### src/rtl/ref_window_loader_if.sv
// Pixel-stream and window-presentation bundle for ref_window_loader.
// The master side feeds pixels and acks windows; the slave side is the loader.
interface ref_window_loader_if #(
  parameter int WIN = 15,
  parameter int PW  = 8
);
  logic [PW-1:0]         in_data;
  logic                  in_valid;
  logic                  in_sof;
  logic                  in_ready;
  logic [WIN*WIN*PW-1:0] out_window;
  logic                  out_valid;
  logic                  out_ack;
  logic                  err_sync;
  logic [7:0]            win_count;

  modport master (
    output in_data, in_valid, in_sof, out_ack,
    input  in_ready, out_window, out_valid, err_sync, win_count
  );

  modport slave (
    input  in_data, in_valid, in_sof, out_ack,
    output in_ready, out_window, out_valid, err_sync, win_count
  );
endinterface

### src/rtl/ref_window_loader.sv
// Assembles raster pixels into WIN x WIN windows using two ping-pong banks.
// One bank fills while the other is presented until acked.
module ref_window_loader #(
  parameter int WIN = 15,
  parameter int PW  = 8
) (
  input logic clk,
  input logic rst,
  ref_window_loader_if.slave bus
);
  localparam int N = WIN * WIN;
  localparam logic [7:0] LAST = 8'(N - 1);

  logic [PW-1:0] mem [2][N];
  logic [7:0]    wr_idx;
  logic          wr_bank;
  logic          rd_bank;
  logic [1:0]    full;
  logic          err;
  logic [7:0]    cnt;

  logic       xfer;
  logic       drop;
  logic       restart;
  logic       done;
  logic       ack;
  logic [7:0] idx;

  assign bus.in_ready = rst & ~full[wr_bank];
  assign xfer    = bus.in_valid & bus.in_ready;
  assign drop    = (wr_idx == 8'd0) & ~bus.in_sof;
  assign restart = (wr_idx != 8'd0) & bus.in_sof;
  // A sof beat always lands at index 0, abandoning any partial window.
  assign idx     = bus.in_sof ? 8'd0 : wr_idx;
  assign done    = xfer & ~drop & (idx == LAST);
  assign ack     = bus.out_ack & full[rd_bank];

  always_ff @(posedge clk) begin
    if (!rst) begin
      wr_idx  <= 8'd0;
      wr_bank <= 1'b0;
      rd_bank <= 1'b0;
      full    <= 2'b00;
      err     <= 1'b0;
      cnt     <= 8'd0;
      for (int b = 0; b < 2; b++)
        for (int i = 0; i < N; i++)
          mem[b][i] <= '0;
    end else begin
      err <= xfer & (drop | restart);
      if (xfer && !drop) begin
        mem[wr_bank][idx] <= bus.in_data;
        wr_idx <= done ? 8'd0 : idx + 8'd1;
      end
      if (done) begin
        full[wr_bank] <= 1'b1;
        wr_bank <= ~wr_bank;
        cnt <= cnt + 8'd1;
      end
      // ack needs the read bank full, completion needs the write bank empty:
      // when both fire they always touch different banks.
      if (ack) begin
        full[rd_bank] <= 1'b0;
        rd_bank <= ~rd_bank;
      end
    end
  end

  always_comb begin
    bus.out_window = '0;
    for (int i = 0; i < N; i++)
      bus.out_window[PW*i +: PW] = mem[rd_bank][i];
  end

  assign bus.out_valid = full[rd_bank];
  assign bus.err_sync  = err;
  assign bus.win_count = cnt;
endmodule

### src/flat_wrapper.sv
// flat-port wrapper written by rule: the top's interface ports become plain ports
module ref_window_loader_flat 
#(
  parameter int WIN = 15,
  parameter int PW  = 8
)
  (clk, rst, bus_in_data, bus_in_valid, bus_in_sof, bus_out_ack, bus_in_ready, bus_out_window, bus_out_valid, bus_err_sync, bus_win_count);
  ref_window_loader_if #(.WIN(WIN), .PW(PW)) bus_i ();
  input logic clk;
  input logic rst;
  input wire logic [$bits(bus_i.in_data)-1:0] bus_in_data;
  input wire logic [$bits(bus_i.in_valid)-1:0] bus_in_valid;
  input wire logic [$bits(bus_i.in_sof)-1:0] bus_in_sof;
  input wire logic [$bits(bus_i.out_ack)-1:0] bus_out_ack;
  output wire logic [$bits(bus_i.in_ready)-1:0] bus_in_ready;
  output wire logic [$bits(bus_i.out_window)-1:0] bus_out_window;
  output wire logic [$bits(bus_i.out_valid)-1:0] bus_out_valid;
  output wire logic [$bits(bus_i.err_sync)-1:0] bus_err_sync;
  output wire logic [$bits(bus_i.win_count)-1:0] bus_win_count;
  assign bus_i.in_data = bus_in_data;
  assign bus_i.in_valid = bus_in_valid;
  assign bus_i.in_sof = bus_in_sof;
  assign bus_i.out_ack = bus_out_ack;
  assign bus_in_ready = bus_i.in_ready;
  assign bus_out_window = bus_i.out_window;
  assign bus_out_valid = bus_i.out_valid;
  assign bus_err_sync = bus_i.err_sync;
  assign bus_win_count = bus_i.win_count;
  ref_window_loader #(.WIN(WIN), .PW(PW)) u_core (.clk(clk), .rst(rst), .bus(bus_i));
endmodule
### config.mk
export PLATFORM = sky130hd
export DESIGN_NAME = ref_window_loader_flat
export DESIGN_NICKNAME = d
export VERILOG_FILES = /design/src/rtl/ref_window_loader_if.sv /design/src/rtl/ref_window_loader.sv /design/src/flat_wrapper.sv
export SDC_FILE = /design/constraint.sdc
export NUM_CORES = 2
export LEC_CHECK = 0
export ABC_AREA = 1
export CAP_MARGIN = 25
export CORE_AREA = 2 2 713 715
export DETAILED_ROUTE_END_ITERATION = 10
export DIE_AREA = 0 0 715 717
export SYNTH_ARGS = -nofsm -noshare
export SYNTH_HDL_FRONTEND = slang
export SYNTH_SLANG_ARGS = --single-unit
### constraint.sdc
create_clock -name clk -period 10.9 [get_ports clk]
set_clock_uncertainty 0.05 [all_clocks]
set_input_delay 2.725 -clock clk [delete_from_list [all_inputs] [get_ports clk]]
set_output_delay 2.725 -clock clk [all_outputs]
set_load 0.02 [all_outputs]
* Word level (Yosys, flattened, before mapping)
Memories as Yosys holds them, arrays and structs flattened. A register that Yosys moved wholly into a read port is not among the register bits. Index checks and enable logic that the tools add are counted.
Cells by class: add/subtract/negate cells 2, multipliers 0, div/mod/pow operators 0, magnitude comparators 6, equality and inequality tests 1, shift operators 0, multiplexer cells 24, bitwise logic cells 18, reduce and logical (&&, ||, !) cells 8
Operators by type and width (number):
- $mux W1800 | 3
- $reduce_or A1800 Y1 | 1
- $demux W8 S8 | 1
- $mux W8 | 3
- $add A8 B1 Y8 const B | 2
- $mux W1 | 12
- $ge A9 B9 Y1 const B | 1
- $lt A9 B1 Y1 const B | 1
- $not A8 Y9 | 1
- $and A1 B1 Y1 | 8
- $eq A8 B8 Y1 const B | 1
- $logic_not A8 Y1 | 1
- $reduce_bool A8 Y1 | 1
- $mux W2 | 3
- $not A1 Y1 | 5
- $logic_and A1 B1 Y1 | 4
- $lt A1 B2 Y1 const B | 2
- $and A2 B2 Y2 | 1
- $demux W1 S1 | 2
- $ge A1 B1 Y1 const B | 2
- $not A2 Y2 | 1
- $or A2 B2 Y2 | 1
- $logic_not A1 Y1 | 1
- $or A1 B1 Y1 | 1
Storage, ports and cells: flip-flop bits (word level) 21, bits in latches 0, bits in writable memories 3600, ROM bits 0, bits of input ports 13, output and inout port bits 1811, logic and storage cells 66, memories kept 1
Memory list:
- u_core.mem | depth 2, width 1800, rd ports 1, clocked after Yosys merged registers in 1, write ports 2, RTL line ref_window_loader.sv:14 | logic [PW-1:0] mem [2][N];

* Depth between registers and ports, before layout
word-level depth 11, mapped depth 24, gate-level depth less buffers 19

* Least setup slack after synthesis
No wires, ideal clock.
path type input to register, start input port bus_in_sof, end memory u_core.mem[1][1003] (netlist name) (data pin), library setup time 0.702 ns, arrival 7.310 ns, data required time 10.148 ns, setup slack 2.838 ns, stages on the path 20, path buffers 4, path through nor2_1 -> ha_1 -> clkbuf_1 -> inv_1 -> nor2_2 -> nand2_1 -> nor2_1 -> nor2_1 -> nand2_1 -> nor2_1 -> nand2_1 -> nor2_1 -> nand2_1 -> nor2_1 -> nand2_2 -> buf_6 -> buf_6 -> buf_2 -> nand2_1 -> inv_1
RTL lines:
- start: declaration | RTL line flat_wrapper.sv:13 | input wire logic [$bits(bus_i.in_sof)-1:0] bus_in_sof;
- end: declaration | RTL line ref_window_loader.sv:14

==> reports/results.ini <==
[worst_setup_path]
endpoint_kind=register
cpPeakStageDelay_ps=830
slowest_stage=nor2_1
path_common_cell=nor2_1
cp_cell_sequence=clkdlybuf4s50_1 > nor2_1 > inv_1 > ha_1 > inv_1 > nor2_1 > nand2_1 > nor2_1 > nor2_1 > nand2_1 > nor2_1 > nand2_1 > nor2_1 > nand2_1 > nor2_1 > nand2_8 > buf_12 > buf_12 > nand3_2 > nand2_1
cp_max_fo=63
crit_arrival_ps=9330
crit_type=input pin to register
cp_data_required_time_ps=11450
worstSetupStartpointType=input pin

[yosys]
synth_nets=10100
ys.flop_type=edfxtp_1
synth_mux_area_frac=0.137
synthAdderAreaFrac=0.000506
ys_types=34
yosysWarnings=0
yosys.area_share.simple=0.101
synth_xor_area_frac=0.000118
async_flop_share=0
synth_cells=10000
avgSynthCellArea_um2=14.8
synth_compound_area_frac=0.00682
ys_ff_latch=3622
synth_seq_area_share=0.731
synth_edf_count=3600
syn_area_um2=148000
synth_top_family_by_area=multiplexers

[grt]
track_usage=0.237
grt_antenna_before_repair=51
overflow=0
first_global_vias=90700
grt_pass1_wl_mm=829
grt_start_max_net_pins=145

[routing]
first_iter_violations=10700
vias=93800
drc=0
wirelength_mm=636
postRouteAntennaNets=0
via_per_inst=4.97
wire_per_inst_um=33.7
drt_pre_antenna_iters=6

[power_and_ir_drop]
peakVddDrop_uv=145
pwr-share-seq=0.505
share_comb_of_total_power=0.088
pwr-share-clk=0.407
powerDensity_nw_per_um2=174
sw_frac_of_total=0.245
leakagePower_nw=67.0
internal_power_w=0.0246
power.switching_w=0.00801

[clocking]
cts_buffers=388
cts_resized=0
clkSinkCount=3622
htreeDepth=5
clockBufferDepth=4
clk_pin_slew_ps=60
cts_hold_buf=0
cts_setup_buffers=0
cts_tree=built
clkLatencyLatePin_ps=1000
cts_root_buf=clkbuf_16

[timing]
worstMarginPinSlew_ps=1280
min_period_over_period=0.805
fin_crit_ps=8780
slew_headroom=0.145
fin_ws_ps=2120
setup_tns_ps=0
hold_viol_final=0
clock.fmax_mhz=114
slew_viol_final=0
finalSetupViolCount=0
rsz0062_at_grt=false

[layout]
area_growth_pct=26.4
layout.cells.most_common_list=edfxtp_1, nor2_1, clkdlybuf4s50_1, mux2_2, nand2_1
final_common_cell=edfxtp_1
finalNetCount=11900
layout-drive-gt1-share=0.232
fillers=47600

[floorplan]
die_area_um2=513000
initial_core_util=0.294
fp.dieH_um=717
ios=1824
core_area_um2=505000
rows=261
die_w_um=715

[placement]
pre_cts_ws_ps=1230
gp_congestion=0.912
dpl.hpwl_mm=439
io_buffers=1823

[min_path]
hold_path_class=register to register

[run_status]
status=complete, no violations

[run]
drv_cap=0

==> per-layer routing <==
layer	wire length, µm	global-route usage	vias to the layer above
li1	-	-	39600
met1	249000	0.297	48600
met2	303000	0.394	4710
met3	49300	0.0500	960
met4	34000	0.109	8
met5	52	0	-
==> final timing paths <==
kind	slack, ps	to	from	cells past startpoint
min reg2reg	420	u_core.bus.win_count[7]	u_core.bus.win_count[7]	2
max reg2reg	3940	u_core.mem[0][1113]	u_core.wr_bank	18
max	2120	u_core.mem[0][1113]	bus_in_sof	20
min	420	u_core.bus.win_count[7]	u_core.bus.win_count[7]	2
==> cells in the mapped netlist (29+ instances only) <==
| master | count | area, µm² |
|---|---|---|
| a21oi_1 | 29 | 145 |
| mux2_2 | 1800 | 20300 |
| buf_2 | 69 | 345 |
| nand3_2 | 193 | 1930 |
| edfxtp_1 | 3600 | 108000 |
| inv_1 | 264 | 991 |
| nor2_1 | 2429 | 9120 |
| nand2_1 | 751 | 2820 |
| nand3b_2 | 30 | 338 |
| buf_4 | 29 | 218 |
| clkbuf_1 | 461 | 1730 |
| nand3_1 | 82 | 410 |
| o21ai_0 | 141 | 706 |
==> state kept, by name, summed over array words and instances (netlist names), named ones only <==
register              cells
u_core.wr_bank            1
u_core.wr_idx             8
u_core.bus.err_sync       1
u_core.full               2
u_core.rd_bank            1
u_core.mem             3600
u_core.bus.win_count      8
==> worst max-delay path, delay by kind of cell <==
family                   cells  cell delay (ps)
AND/OR/NAND/NOR             14             4160
buffers and inverters        5             1910
adder cells (fa/ha/maj)      1              270
==> cell families after synthesis <==
| kind of cell | count (synthesis) |
|---|---|
| multiplexers | 1800 |
| AND/OR/NAND/NOR | 3538 |
| buffers and inverters | 869 |
| adder cells (fa/ha/maj) | 6 |
| flip-flops | 3622 |
| AO/OA/AOI/OAI | 196 |
| XOR/XNOR | 2 |
==> cell type report <==
| type | instances | area [µm²] | share of cell area |
|---|---|---|---|
| well taps | 6706 | 8390 | 0.0447 |
| multi-input cells | 5542 | 36500 | 0.195 |
| clock inverters | 242 | 2560 | 0.0136 |
| inverters | 279 | 1170 | 0.00626 |
| flip-flops and latches | 3622 | 109000 | 0.579 |
| repair buffers | 1999 | 20200 | 0.108 |
| clock buffers | 466 | 10100 | 0.0537 |
| diodes | 40 | 100 | 0.000534 |
==> metrics by stage <==
stage	hold WS [ps]	instance area, µm²	total power [W]	utilization	instances
final	418	188000	0.0327	0.372	18900
after global routing	447	188000	0.0334	0.372	18900
after CTS	422	187000	0.0328	0.372	18900
after detailed placement	412	175000	0.0197	0.347	18100
after global placement	404	175000	0.0196	0.346	18100
after floorplan	395	148000	0.0180	-	10000
==> power groups by stage <==
stage | combinational [W] | sequential, W | clock [W]
6_report | 0.00288 | 0.0165 | 0.0133
2_1_floorplan | 0.00131 | 0.0167 | 0
3_3_place_gp | 0.00288 | 0.0167 | 0
4_1_cts | 0.00291 | 0.0165 | 0.0135
3_5_place_dp | 0.00289 | 0.0168 | 0
5_1_grt | 0.00295 | 0.0166 | 0.0139
(Power assumes the default switching activity.)
